File: config.mk
export PLATFORM = sky130hd
export DESIGN_NAME = xif_offload_master_flat
export DESIGN_NICKNAME = d
export VERILOG_FILES = /design/src/rtl/xif_offload_master_if.sv /design/src/rtl/xif_offload_master.sv /design/src/flat_wrapper.sv
export SDC_FILE = /design/constraint.sdc
export NUM_CORES = 1
export LEC_CHECK = 0
export ABC_CLOCK_PERIOD_IN_PS = 1800
export CORE_UTILIZATION = 38
export CTS_CLUSTER_DIAMETER = 40
export CTS_CLUSTER_SIZE = 20
export DETAILED_ROUTE_END_ITERATION = 7
export MAX_ROUTING_LAYER = met4
export PLACE_DENSITY = 0.77
export SYNTH_ARGS = -nofsm -noshare
export SYNTH_HDL_FRONTEND = slang
export SYNTH_SLANG_ARGS = --single-unit
File: constraint.sdc
create_clock -name clk_i -period 1.8 [get_ports clk_i]
set_input_delay 0.36 -clock clk_i [delete_from_list [all_inputs] [get_ports clk_i]]
set_output_delay 0.36 -clock clk_i [all_outputs]
set_load 0.05 [all_outputs]
File: src/rtl/xif_offload_master_if.sv
// Core-side request/response and coprocessor issue/commit/result channels of the offload master.
interface xif_offload_master_if #(
  parameter int ID_WIDTH = 4
);
  logic                req_valid_i;
  logic                req_ready_o;
  logic [31:0]         req_instr_i;
  logic [31:0]         req_rs1_i;
  logic [31:0]         req_rs2_i;
  logic [ID_WIDTH-1:0] req_id_i;
  logic                kill_i;

  logic                x_issue_valid_o;
  logic                x_issue_ready_i;
  logic [31:0]         x_issue_instr_o;
  logic [63:0]         x_issue_rs_o;
  logic [1:0]          x_issue_rs_valid_o;
  logic [ID_WIDTH-1:0] x_issue_id_o;
  logic                x_issue_accept_i;
  logic                x_issue_writeback_i;

  logic                x_commit_valid_o;
  logic [ID_WIDTH-1:0] x_commit_id_o;
  logic                x_commit_kill_o;

  logic                x_result_valid_i;
  logic                x_result_ready_o;
  logic [ID_WIDTH-1:0] x_result_id_i;
  logic [31:0]         x_result_data_i;
  logic [4:0]          x_result_rd_i;
  logic                x_result_we_i;

  logic                rsp_valid_o;
  logic [31:0]         rsp_data_o;
  logic [4:0]          rsp_rd_o;
  logic                rsp_we_o;
  logic                rsp_illegal_o;
  logic                rsp_timeout_o;

  modport master (
    input  req_valid_i, req_instr_i, req_rs1_i, req_rs2_i, req_id_i, kill_i,
           x_issue_ready_i, x_issue_accept_i, x_issue_writeback_i,
           x_result_valid_i, x_result_id_i, x_result_data_i, x_result_rd_i, x_result_we_i,
    output req_ready_o, x_issue_valid_o, x_issue_instr_o, x_issue_rs_o, x_issue_rs_valid_o,
           x_issue_id_o, x_commit_valid_o, x_commit_id_o, x_commit_kill_o, x_result_ready_o,
           rsp_valid_o, rsp_data_o, rsp_rd_o, rsp_we_o, rsp_illegal_o, rsp_timeout_o
  );

  modport slave (
    output req_valid_i, req_instr_i, req_rs1_i, req_rs2_i, req_id_i, kill_i,
           x_issue_ready_i, x_issue_accept_i, x_issue_writeback_i,
           x_result_valid_i, x_result_id_i, x_result_data_i, x_result_rd_i, x_result_we_i,
    input  req_ready_o, x_issue_valid_o, x_issue_instr_o, x_issue_rs_o, x_issue_rs_valid_o,
           x_issue_id_o, x_commit_valid_o, x_commit_id_o, x_commit_kill_o, x_result_ready_o,
           rsp_valid_o, rsp_data_o, rsp_rd_o, rsp_we_o, rsp_illegal_o, rsp_timeout_o
  );
endinterface

File: src/rtl/xif_offload_master.sv
// Single-outstanding coprocessor offload master: issue, commit, wait for result, respond to core.
module xif_offload_master #(
  parameter int ID_WIDTH       = 4,
  parameter int TIMEOUT_CYCLES = 256
) (
  input  logic                  clk_i,
  input  logic                  rst_ni,
  xif_offload_master_if.master  bus
);

  typedef enum logic [2:0] {IDLE, ISSUE, COMMIT, WAIT_RES, RESP} state_e;

  localparam logic [15:0] CntLast = 16'(TIMEOUT_CYCLES - 1);

  state_e              state_q, state_d;
  logic [31:0]         instr_q, instr_d;
  logic [31:0]         rs1_q, rs1_d;
  logic [31:0]         rs2_q, rs2_d;
  logic [ID_WIDTH-1:0] id_q, id_d;
  logic                wb_q, wb_d;
  logic                kill_q, kill_d;
  logic [15:0]         cnt_q, cnt_d;
  logic [31:0]         rsp_data_q, rsp_data_d;
  logic [4:0]          rsp_rd_q, rsp_rd_d;
  logic                rsp_we_q, rsp_we_d;
  logic                rsp_illegal_q, rsp_illegal_d;
  logic                rsp_timeout_q, rsp_timeout_d;

  logic res_match;
  logic timeout_hit;

  assign res_match   = bus.x_result_valid_i && (bus.x_result_id_i == id_q);
  assign timeout_hit = (cnt_q == CntLast);

  always_ff @(posedge clk_i or negedge rst_ni) begin
    if (!rst_ni) begin
      state_q       <= IDLE;
      instr_q       <= '0;
      rs1_q         <= '0;
      rs2_q         <= '0;
      id_q          <= '0;
      wb_q          <= 1'b0;
      kill_q        <= 1'b0;
      cnt_q         <= '0;
      rsp_data_q    <= '0;
      rsp_rd_q      <= '0;
      rsp_we_q      <= 1'b0;
      rsp_illegal_q <= 1'b0;
      rsp_timeout_q <= 1'b0;
    end else begin
      state_q       <= state_d;
      instr_q       <= instr_d;
      rs1_q         <= rs1_d;
      rs2_q         <= rs2_d;
      id_q          <= id_d;
      wb_q          <= wb_d;
      kill_q        <= kill_d;
      cnt_q         <= cnt_d;
      rsp_data_q    <= rsp_data_d;
      rsp_rd_q      <= rsp_rd_d;
      rsp_we_q      <= rsp_we_d;
      rsp_illegal_q <= rsp_illegal_d;
      rsp_timeout_q <= rsp_timeout_d;
    end
  end

  always_comb begin
    state_d       = state_q;
    instr_d       = instr_q;
    rs1_d         = rs1_q;
    rs2_d         = rs2_q;
    id_d          = id_q;
    wb_d          = wb_q;
    kill_d        = kill_q;
    cnt_d         = cnt_q;
    rsp_data_d    = rsp_data_q;
    rsp_rd_d      = rsp_rd_q;
    rsp_we_d      = rsp_we_q;
    rsp_illegal_d = rsp_illegal_q;
    rsp_timeout_d = rsp_timeout_q;
    unique case (state_q)
      IDLE: begin
        if (bus.req_valid_i) begin
          instr_d = bus.req_instr_i;
          rs1_d   = bus.req_rs1_i;
          rs2_d   = bus.req_rs2_i;
          id_d    = bus.req_id_i;
          state_d = ISSUE;
        end
      end
      ISSUE: begin
        if (bus.kill_i) kill_d = 1'b1;
        if (bus.x_issue_ready_i) begin
          if (bus.x_issue_accept_i) begin
            wb_d    = bus.x_issue_writeback_i;
            state_d = COMMIT;
          end else begin
            rsp_data_d    = '0;
            rsp_rd_d      = '0;
            rsp_we_d      = 1'b0;
            rsp_illegal_d = 1'b1;
            rsp_timeout_d = 1'b0;
            state_d       = RESP;
          end
        end
      end
      COMMIT: begin
        if (bus.kill_i) kill_d = 1'b1;
        if (kill_q || bus.kill_i) begin
          state_d = IDLE;
        end else begin
          cnt_d   = '0;
          state_d = WAIT_RES;
        end
      end
      WAIT_RES: begin
        cnt_d = cnt_q + 16'd1;
        // A matching result in the final counted cycle takes priority over the timeout.
        if (res_match) begin
          rsp_data_d    = bus.x_result_data_i;
          rsp_rd_d      = bus.x_result_rd_i;
          rsp_we_d      = bus.x_result_we_i & wb_q;
          rsp_illegal_d = 1'b0;
          rsp_timeout_d = 1'b0;
          state_d       = RESP;
        end else if (timeout_hit) begin
          rsp_data_d    = '0;
          rsp_rd_d      = '0;
          rsp_we_d      = 1'b0;
          rsp_illegal_d = 1'b0;
          rsp_timeout_d = 1'b1;
          state_d       = RESP;
        end
      end
      RESP: state_d = IDLE;
      default: state_d = IDLE;
    endcase
    if (state_d == IDLE && state_q != IDLE) kill_d = 1'b0;
  end

  always_comb begin
    bus.req_ready_o        = (state_q == IDLE);
    bus.x_issue_valid_o    = (state_q == ISSUE);
    bus.x_issue_instr_o    = instr_q;
    bus.x_issue_rs_o       = {rs2_q, rs1_q};
    bus.x_issue_rs_valid_o = (state_q == ISSUE) ? 2'b11 : 2'b00;
    bus.x_issue_id_o       = id_q;
    bus.x_commit_valid_o   = (state_q == COMMIT);
    bus.x_commit_id_o      = id_q;
    bus.x_commit_kill_o    = (state_q == COMMIT) && (kill_q || bus.kill_i);
    bus.x_result_ready_o   = (state_q == WAIT_RES);
    bus.rsp_valid_o        = (state_q == RESP);
    bus.rsp_data_o         = rsp_data_q;
    bus.rsp_rd_o           = rsp_rd_q;
    bus.rsp_we_o           = rsp_we_q;
    bus.rsp_illegal_o      = rsp_illegal_q;
    bus.rsp_timeout_o      = rsp_timeout_q;
  end

endmodule
File: src/flat_wrapper.sv
// flat-port wrapper written by rule: the top's interface ports become plain ports
module xif_offload_master_flat 
#(
  parameter int ID_WIDTH       = 4,
  parameter int TIMEOUT_CYCLES = 256
)
  (clk_i, rst_ni, bus_req_valid_i, bus_req_instr_i, bus_req_rs1_i, bus_req_rs2_i, bus_req_id_i, bus_kill_i, bus_x_issue_ready_i, bus_x_issue_accept_i, bus_x_issue_writeback_i, bus_x_result_valid_i, bus_x_result_id_i, bus_x_result_data_i, bus_x_result_rd_i, bus_x_result_we_i, bus_req_ready_o, bus_x_issue_valid_o, bus_x_issue_instr_o, bus_x_issue_rs_o, bus_x_issue_rs_valid_o, bus_x_issue_id_o, bus_x_commit_valid_o, bus_x_commit_id_o, bus_x_commit_kill_o, bus_x_result_ready_o, bus_rsp_valid_o, bus_rsp_data_o, bus_rsp_rd_o, bus_rsp_we_o, bus_rsp_illegal_o, bus_rsp_timeout_o);
  xif_offload_master_if #(.ID_WIDTH(ID_WIDTH)) bus_i ();
  input  logic clk_i;
  input  logic rst_ni;
  input wire logic [$bits(bus_i.req_valid_i)-1:0] bus_req_valid_i;
  input wire logic [$bits(bus_i.req_instr_i)-1:0] bus_req_instr_i;
  input wire logic [$bits(bus_i.req_rs1_i)-1:0] bus_req_rs1_i;
  input wire logic [$bits(bus_i.req_rs2_i)-1:0] bus_req_rs2_i;
  input wire logic [$bits(bus_i.req_id_i)-1:0] bus_req_id_i;
  input wire logic [$bits(bus_i.kill_i)-1:0] bus_kill_i;
  input wire logic [$bits(bus_i.x_issue_ready_i)-1:0] bus_x_issue_ready_i;
  input wire logic [$bits(bus_i.x_issue_accept_i)-1:0] bus_x_issue_accept_i;
  input wire logic [$bits(bus_i.x_issue_writeback_i)-1:0] bus_x_issue_writeback_i;
  input wire logic [$bits(bus_i.x_result_valid_i)-1:0] bus_x_result_valid_i;
  input wire logic [$bits(bus_i.x_result_id_i)-1:0] bus_x_result_id_i;
  input wire logic [$bits(bus_i.x_result_data_i)-1:0] bus_x_result_data_i;
  input wire logic [$bits(bus_i.x_result_rd_i)-1:0] bus_x_result_rd_i;
  input wire logic [$bits(bus_i.x_result_we_i)-1:0] bus_x_result_we_i;
  output wire logic [$bits(bus_i.req_ready_o)-1:0] bus_req_ready_o;
  output wire logic [$bits(bus_i.x_issue_valid_o)-1:0] bus_x_issue_valid_o;
  output wire logic [$bits(bus_i.x_issue_instr_o)-1:0] bus_x_issue_instr_o;
  output wire logic [$bits(bus_i.x_issue_rs_o)-1:0] bus_x_issue_rs_o;
  output wire logic [$bits(bus_i.x_issue_rs_valid_o)-1:0] bus_x_issue_rs_valid_o;
  output wire logic [$bits(bus_i.x_issue_id_o)-1:0] bus_x_issue_id_o;
  output wire logic [$bits(bus_i.x_commit_valid_o)-1:0] bus_x_commit_valid_o;
  output wire logic [$bits(bus_i.x_commit_id_o)-1:0] bus_x_commit_id_o;
  output wire logic [$bits(bus_i.x_commit_kill_o)-1:0] bus_x_commit_kill_o;
  output wire logic [$bits(bus_i.x_result_ready_o)-1:0] bus_x_result_ready_o;
  output wire logic [$bits(bus_i.rsp_valid_o)-1:0] bus_rsp_valid_o;
  output wire logic [$bits(bus_i.rsp_data_o)-1:0] bus_rsp_data_o;
  output wire logic [$bits(bus_i.rsp_rd_o)-1:0] bus_rsp_rd_o;
  output wire logic [$bits(bus_i.rsp_we_o)-1:0] bus_rsp_we_o;
  output wire logic [$bits(bus_i.rsp_illegal_o)-1:0] bus_rsp_illegal_o;
  output wire logic [$bits(bus_i.rsp_timeout_o)-1:0] bus_rsp_timeout_o;
  assign bus_i.req_valid_i = bus_req_valid_i;
  assign bus_i.req_instr_i = bus_req_instr_i;
  assign bus_i.req_rs1_i = bus_req_rs1_i;
  assign bus_i.req_rs2_i = bus_req_rs2_i;
  assign bus_i.req_id_i = bus_req_id_i;
  assign bus_i.kill_i = bus_kill_i;
  assign bus_i.x_issue_ready_i = bus_x_issue_ready_i;
  assign bus_i.x_issue_accept_i = bus_x_issue_accept_i;
  assign bus_i.x_issue_writeback_i = bus_x_issue_writeback_i;
  assign bus_i.x_result_valid_i = bus_x_result_valid_i;
  assign bus_i.x_result_id_i = bus_x_result_id_i;
  assign bus_i.x_result_data_i = bus_x_result_data_i;
  assign bus_i.x_result_rd_i = bus_x_result_rd_i;
  assign bus_i.x_result_we_i = bus_x_result_we_i;
  assign bus_req_ready_o = bus_i.req_ready_o;
  assign bus_x_issue_valid_o = bus_i.x_issue_valid_o;
  assign bus_x_issue_instr_o = bus_i.x_issue_instr_o;
  assign bus_x_issue_rs_o = bus_i.x_issue_rs_o;
  assign bus_x_issue_rs_valid_o = bus_i.x_issue_rs_valid_o;
  assign bus_x_issue_id_o = bus_i.x_issue_id_o;
  assign bus_x_commit_valid_o = bus_i.x_commit_valid_o;
  assign bus_x_commit_id_o = bus_i.x_commit_id_o;
  assign bus_x_commit_kill_o = bus_i.x_commit_kill_o;
  assign bus_x_result_ready_o = bus_i.x_result_ready_o;
  assign bus_rsp_valid_o = bus_i.rsp_valid_o;
  assign bus_rsp_data_o = bus_i.rsp_data_o;
  assign bus_rsp_rd_o = bus_i.rsp_rd_o;
  assign bus_rsp_we_o = bus_i.rsp_we_o;
  assign bus_rsp_illegal_o = bus_i.rsp_illegal_o;
  assign bus_rsp_timeout_o = bus_i.rsp_timeout_o;
  xif_offload_master #(.ID_WIDTH(ID_WIDTH), .TIMEOUT_CYCLES(TIMEOUT_CYCLES)) u_core (.clk_i(clk_i), .rst_ni(rst_ni), .bus(bus_i));
endmodule
* After elaboration in Yosys (flattened, before gate mapping)
Cells that the tools add are included.
** Storage, ports and cells
- Register bits after elaboration :: 161
- Input bits :: 150
** Cells by class
- Add/sub/neg operators :: 1
- Equality and inequality tests :: 10
- Mux-type cells :: 35
- Bitwise operators :: 1
- Reduce and logical (&&, ||, !) cells :: 17
** Operators with widths (number)
- $mux 32 :: 4
- $pmux 32 s2 :: 1
- $pmux 16 s2 :: 1
- $mux 5 :: 4
- $add 16x1->16 const B :: 1
- $eq 16x8->1 const B :: 1
- $mux 16 :: 1
- $mux 3 :: 5
- $mux 1 :: 12
- $pmux 3 s4 :: 1
- $pmux 5 s2 :: 1
- $reduce_bool 2->1 :: 4
- $eq 3x2->1 const B :: 2
- $logic_not 3->1 :: 2
- $ne 2x2->1 const B :: 3
- $pmux 1 s2 :: 3
- $reduce_and 2->1 :: 3
- $eq 4x4->1 :: 1
- $mux 2 :: 2
- $reduce_and 4->1 :: 1
- $eq 3x1->1 const B :: 1
- $eq 3x3->1 const B :: 1
- $logic_and 1x1->1 :: 3
- $ne 3x1->1 const B :: 1
- 5 further kinds :: 5

* Longest topological paths before layout
- Depth after elaboration :: 8
- Mapped depth :: 8
- Mapped depth without buffers :: 7

* Least setup slack after synthesis
OpenSTA, ideal clock, no wires.
- Path type :: reg2reg
- Start :: register u_core.state_q[1]
- End :: register u_core.id_q[0] (netlist: u_core.bus.x_commit_id_o[0])
- Setup time :: 0.125 ns
- Arrival time :: 2.289 ns
- Slack :: -0.614 ns
- Cell stages (with the launch flop) :: 7
- Path buffers :: 2
- Clock period less this slack :: 2.414 ns
- Cell sequence :: dfrtp_1 -> or2_2 -> nor2_1 -> and2_1 -> buf_6 -> buf_6 -> mux2_2
** Between the ends
- Cells in the longest elaborated chain, start to end :: 2
** Ends and longest elaborated chain
- start: declaration :: RTL line xif_offload_master.sv:15 : state_e state_q, state_d;
- start signal: assignment :: RTL line xif_offload_master.sv:51 : state_q <= state_d;
- $logic_not 3->1
- via bus_req_ready_o :: RTL line flat_wrapper.sv:25 : output wire logic [$bits(bus_i.req_ready_o)-1:0] bus_req_ready_o;
- $reduce_and 2->1 (no source line)
- end signal: assignment :: RTL line xif_offload_master.sv:55 : id_q <= id_d;
- end: declaration :: RTL line xif_offload_master.sv:19 : logic [ID_WIDTH-1:0] id_q, id_d;
The timed path passes the listed nets, and every way through them passes these cells.
A chain may end at the register's enable or synchronous reset.

* Worst setup path after layout
- Start :: register u_core.state_q[2]
- End :: output bus_x_commit_kill_o
** Between the ends
- Cells in the longest elaborated chain, start to end :: 2
** Ends and longest elaborated chain
- $eq 3x2->1 :: RTL line xif_offload_master.sv:150 : bus.x_commit_kill_o = (state_q == COMMIT) && (kill_q || bus.kill_i);
- $logic_and 1x1->1 :: RTL line xif_offload_master.sv:150
- end: declaration :: RTL line flat_wrapper.sv:33 : output wire logic [$bits(bus_i.x_commit_kill_o)-1:0] bus_x_commit_kill_o;
No other way between the ends.

==> summary.txt <==
Status -> finished, violations left
Failing checks -> negative setup slack
Clk buf depth -> 2
Vias per cell -> 5.00
# port buffers -> 301
Clock share of power -> 0.171
Diode count -> 0
Crit path arrival time -> 1.61 ns
Share of layout cells above drive strength 1 -> 0.507
Root buffer cell -> clkbuf_16
Commonest cells after routing, fill and taps aside -> buf_4, dfrtp_1, clkdlybuf4s50_1
Pin count of the biggest net entering global routing -> 60
Syn Inst Count -> 479
Leakage power -> 5.43 nW
ANT nets after route -> 0
Pwr Density -> 1970 mW/mm2
# rows -> 48
RR Endpoint -> u_core.bus.rsp_data_o[0]
GRT Total Usage -> 0.218
Max-Cap Viols -> 0
Worst endpoint required time -> 1.44 ns
Largest fanout on the critical path -> 2
Synth Area in Adders -> 0.00186
Setup violators final -> 119
Simple logic cell fraction of the synthesized area -> 0.0803
P_int -> 13.3 mW
Gr ovfl total -> 0
Crit start category -> register
Worst vdd ir -> 0.00137 V
Effective utilization at floorplan -> 0.388
IO Pins -> 302
Fin nets -> 1002
Fin. max-slew vios -> 0
Setup CP Type -> register to primary output
Flop-to-flop setup slack -> -0.12 ns
DR WL/cell -> 20.1 um
Seq/Total Area, Yosys -> 0.600
Vias -> 5447
Switching share of power -> 0.439
Cts bufs inserted -> 17
Multi-input gate area -> 0.00318 mm2
Worst-skew pair later-pin latency -> 0.43 ns
RSZ-0062 raised after global routing -> true
R2r startpoint -> u_core.state_q[2]
Yosys cell types -> 44
Clock sinks -> 161
H-tree lvl count -> 4
Clk_skew -> 0.0114 ns
Drt drc -> 0
Mapped cell area -> 0.00672 mm2
Final min period -> 1.97 ns
Vias in the first global route -> 5604
Complex-gate fraction of the synthesized area -> 0.0889
Combinational Power Share -> 0.573
Max Freq -> 508 MHz
Syn_nets -> 630
XOR/XNOR share of the synthesized area -> 0.00652
Syn avg cell area -> 14.0 um2
WL final -> 21900 um
Clock-pin slew on the worst setup and hold paths -> 0.06 ns
CTS tree -> yes
Die ar. -> 0.0182 mm2
DR pass1 iterations -> 6
Sequential share of power -> 0.256
Post-DP HPWL -> 13900 um
GPL Wtd Cong -> 0.833
DRT iter0 DRCs -> 182
Largest family of logic cells by synthesized area -> multiplexers
Layout fillers -> 1140
Die Ht -> 135 um
Register area -> 0.00403 mm2
Net Switching -> 10.4 mW
Cells on worst reg2reg path -> 7
Syn. warnings -> 0
Mux cell area share after synthesis -> 0.178
Crit. End Element -> primary output
Utilization after layout -> 0.693
Period Utilization, post-route -> 1.09
First-pass GRT wire length -> 29300 um
Hold_ws -> 0.488 ns
Final hold violation count -> 0
Commonest non-fill, non-tap cell in the layout -> buf_4
Worst hold path class -> input port to asynchronous set/reset pin
Synth-to-layout area growth -> 78.4%
Core area -> 0.0173 mm2
Measured slew at the worst slew-check pin -> 0.589 ns
Slew HR -> 0.608
Yosys reg bits -> 161
Initial antenna violation count -> 0
Fin worst setup slack -> -0.168 ns
Die Width -> 135 um
-- through the flow --
step	std cells	instance area [um2]	setup TNS [ns]	worst slack [ns]	power, mW
after floorplan	479	6760	-13.17	-0.115	13.7
after global placement	1018	9920	-18.32	-0.455	17.3
after detailed placement	1018	9920	-17.92	-0.461	17.6
after CTS	1067	10900	-10.41	-0.168	22.1
after global routing	1089	12000	-14.09	-0.204	24.5
final	1089	12000	-9.96	-0.168	23.6
-- critical path, cell delays in order, from the launching register on --
cell and delay (ns):
dfrtp_1 0.40, or3b_4 0.41, buf_6 0.14, nor2_4 0.09, buf_12 0.14
-- state kept, by name, indices dropped and copies added, names as in the netlist --
register                    cells
u_core.wb_q                     1
u_core.bus.rsp_data_o          32
u_core.rs1_q                   32
u_core.kill_q                   1
u_core.bus.x_commit_id_o        4
u_core.bus.rsp_we_o             1
u_core.bus.x_issue_instr_o     32
u_core.bus.rsp_timeout_o        1
u_core.state_q                  3
u_core.cnt_q                   16
u_core.bus.rsp_illegal_o        1
u_core.rs2_q                   32
u_core.bus.rsp_rd_o             5
-- Yosys cell counts, drive strengths merged --
cell type	instances	area (um2)
or2	1	6.26
o2bb2ai	37	449
a31oi	4	25.0
nand3	8	45.0
mux2	101	1140
o31ai	1	7.51
nor4	1	12.5
o41ai	1	8.76
inv	8	30.0
nand2	58	220
buf	25	253
nor3	4	20.0
a21boi	1	7.51
clkbuf	4	15.0
and2	3	21.3
dfrtp	161	4030
or4	3	33.8
and3	5	31.3
or3b	1	8.76
a21oi	2	10.0
and2b	1	7.51
xor2	4	35.0
ha	1	12.5
xnor2	1	8.76
and4	1	8.76
nor2	13	58.8
o21ai	12	60.1
nand4	7	65.1
o211ai	1	7.51
o22ai	2	12.5
a31o	1	8.76
mux2i	6	60.1
-- power by group through the flow --
stage	registers (mW)	logic (mW)	clock network, mW
detailed placement	6.04	11.6	0
global placement	5.93	11.4	0
floorplan	10.4	3.34	0
CTS	6.00	12.0	4.08
global route	6.23	14.0	4.26
finish	6.06	13.5	4.03
-- cell families after synthesis --
family | count (synthesis)
flops | 161
mux | 107
simple gates | 106
xor+xnor | 5
buf+inv | 37
fa+ha+maj | 1
compound gates | 62
-- routing by layer --
metal  part of all wire  wire length [um]  global-route usage  vias up
met5                  0                 0                   -        -
met4              0.018               399              0.0755        0
met3              0.057              1240              0.0469       35
met2               0.54             11700               0.383      235
met1               0.39              8520               0.244     2722
li1                   -                 -                   -     2455
-- area by class of cell --
cell class / count / area share
Multi-Input combinational cell: 283 / 0.266
Clock buffer: 20 / 0.0381
Clock inverter: 12 / 0.0171
Tap cell: 225 / 0.0235
Sequential cell: 161 / 0.336
Inverter: 8 / 0.00345
Timing Repair Buffer: 380 / 0.316
-- timing repair --
item	4_1_cts	5_1_grt
gates cloned	4	13
setup buffers	12	14
pin swaps	6	44
endpoints found under the setup margin	50	152
hold buffers	1	0
resized for setup	21	150
endpoints found under the hold margin	52	0
-- worst max-delay path by stage --
stage / start / endpoint / slack (ns) / depth (start not counted)
2_1_floorplan: u_core.state_q[0] / bus_rsp_valid_o / -0.12 / 1
3_3_place_gp: bus_x_result_id_i[0] / u_core.bus.rsp_data_o[27] / -0.46 / 8
3_5_place_dp: bus_x_result_id_i[1] / u_core.bus.rsp_data_o[26] / -0.46 / 8
4_1_cts: u_core.state_q[2] / bus_x_issue_rs_valid_o[0] / -0.17 / 5
5_1_grt: u_core.state_q[2] / bus_x_issue_valid_o / -0.20 / 5
6_report: u_core.state_q[2] / bus_x_commit_kill_o / -0.17 / 4
Note: power is estimated with default switching activity, not from simulation.
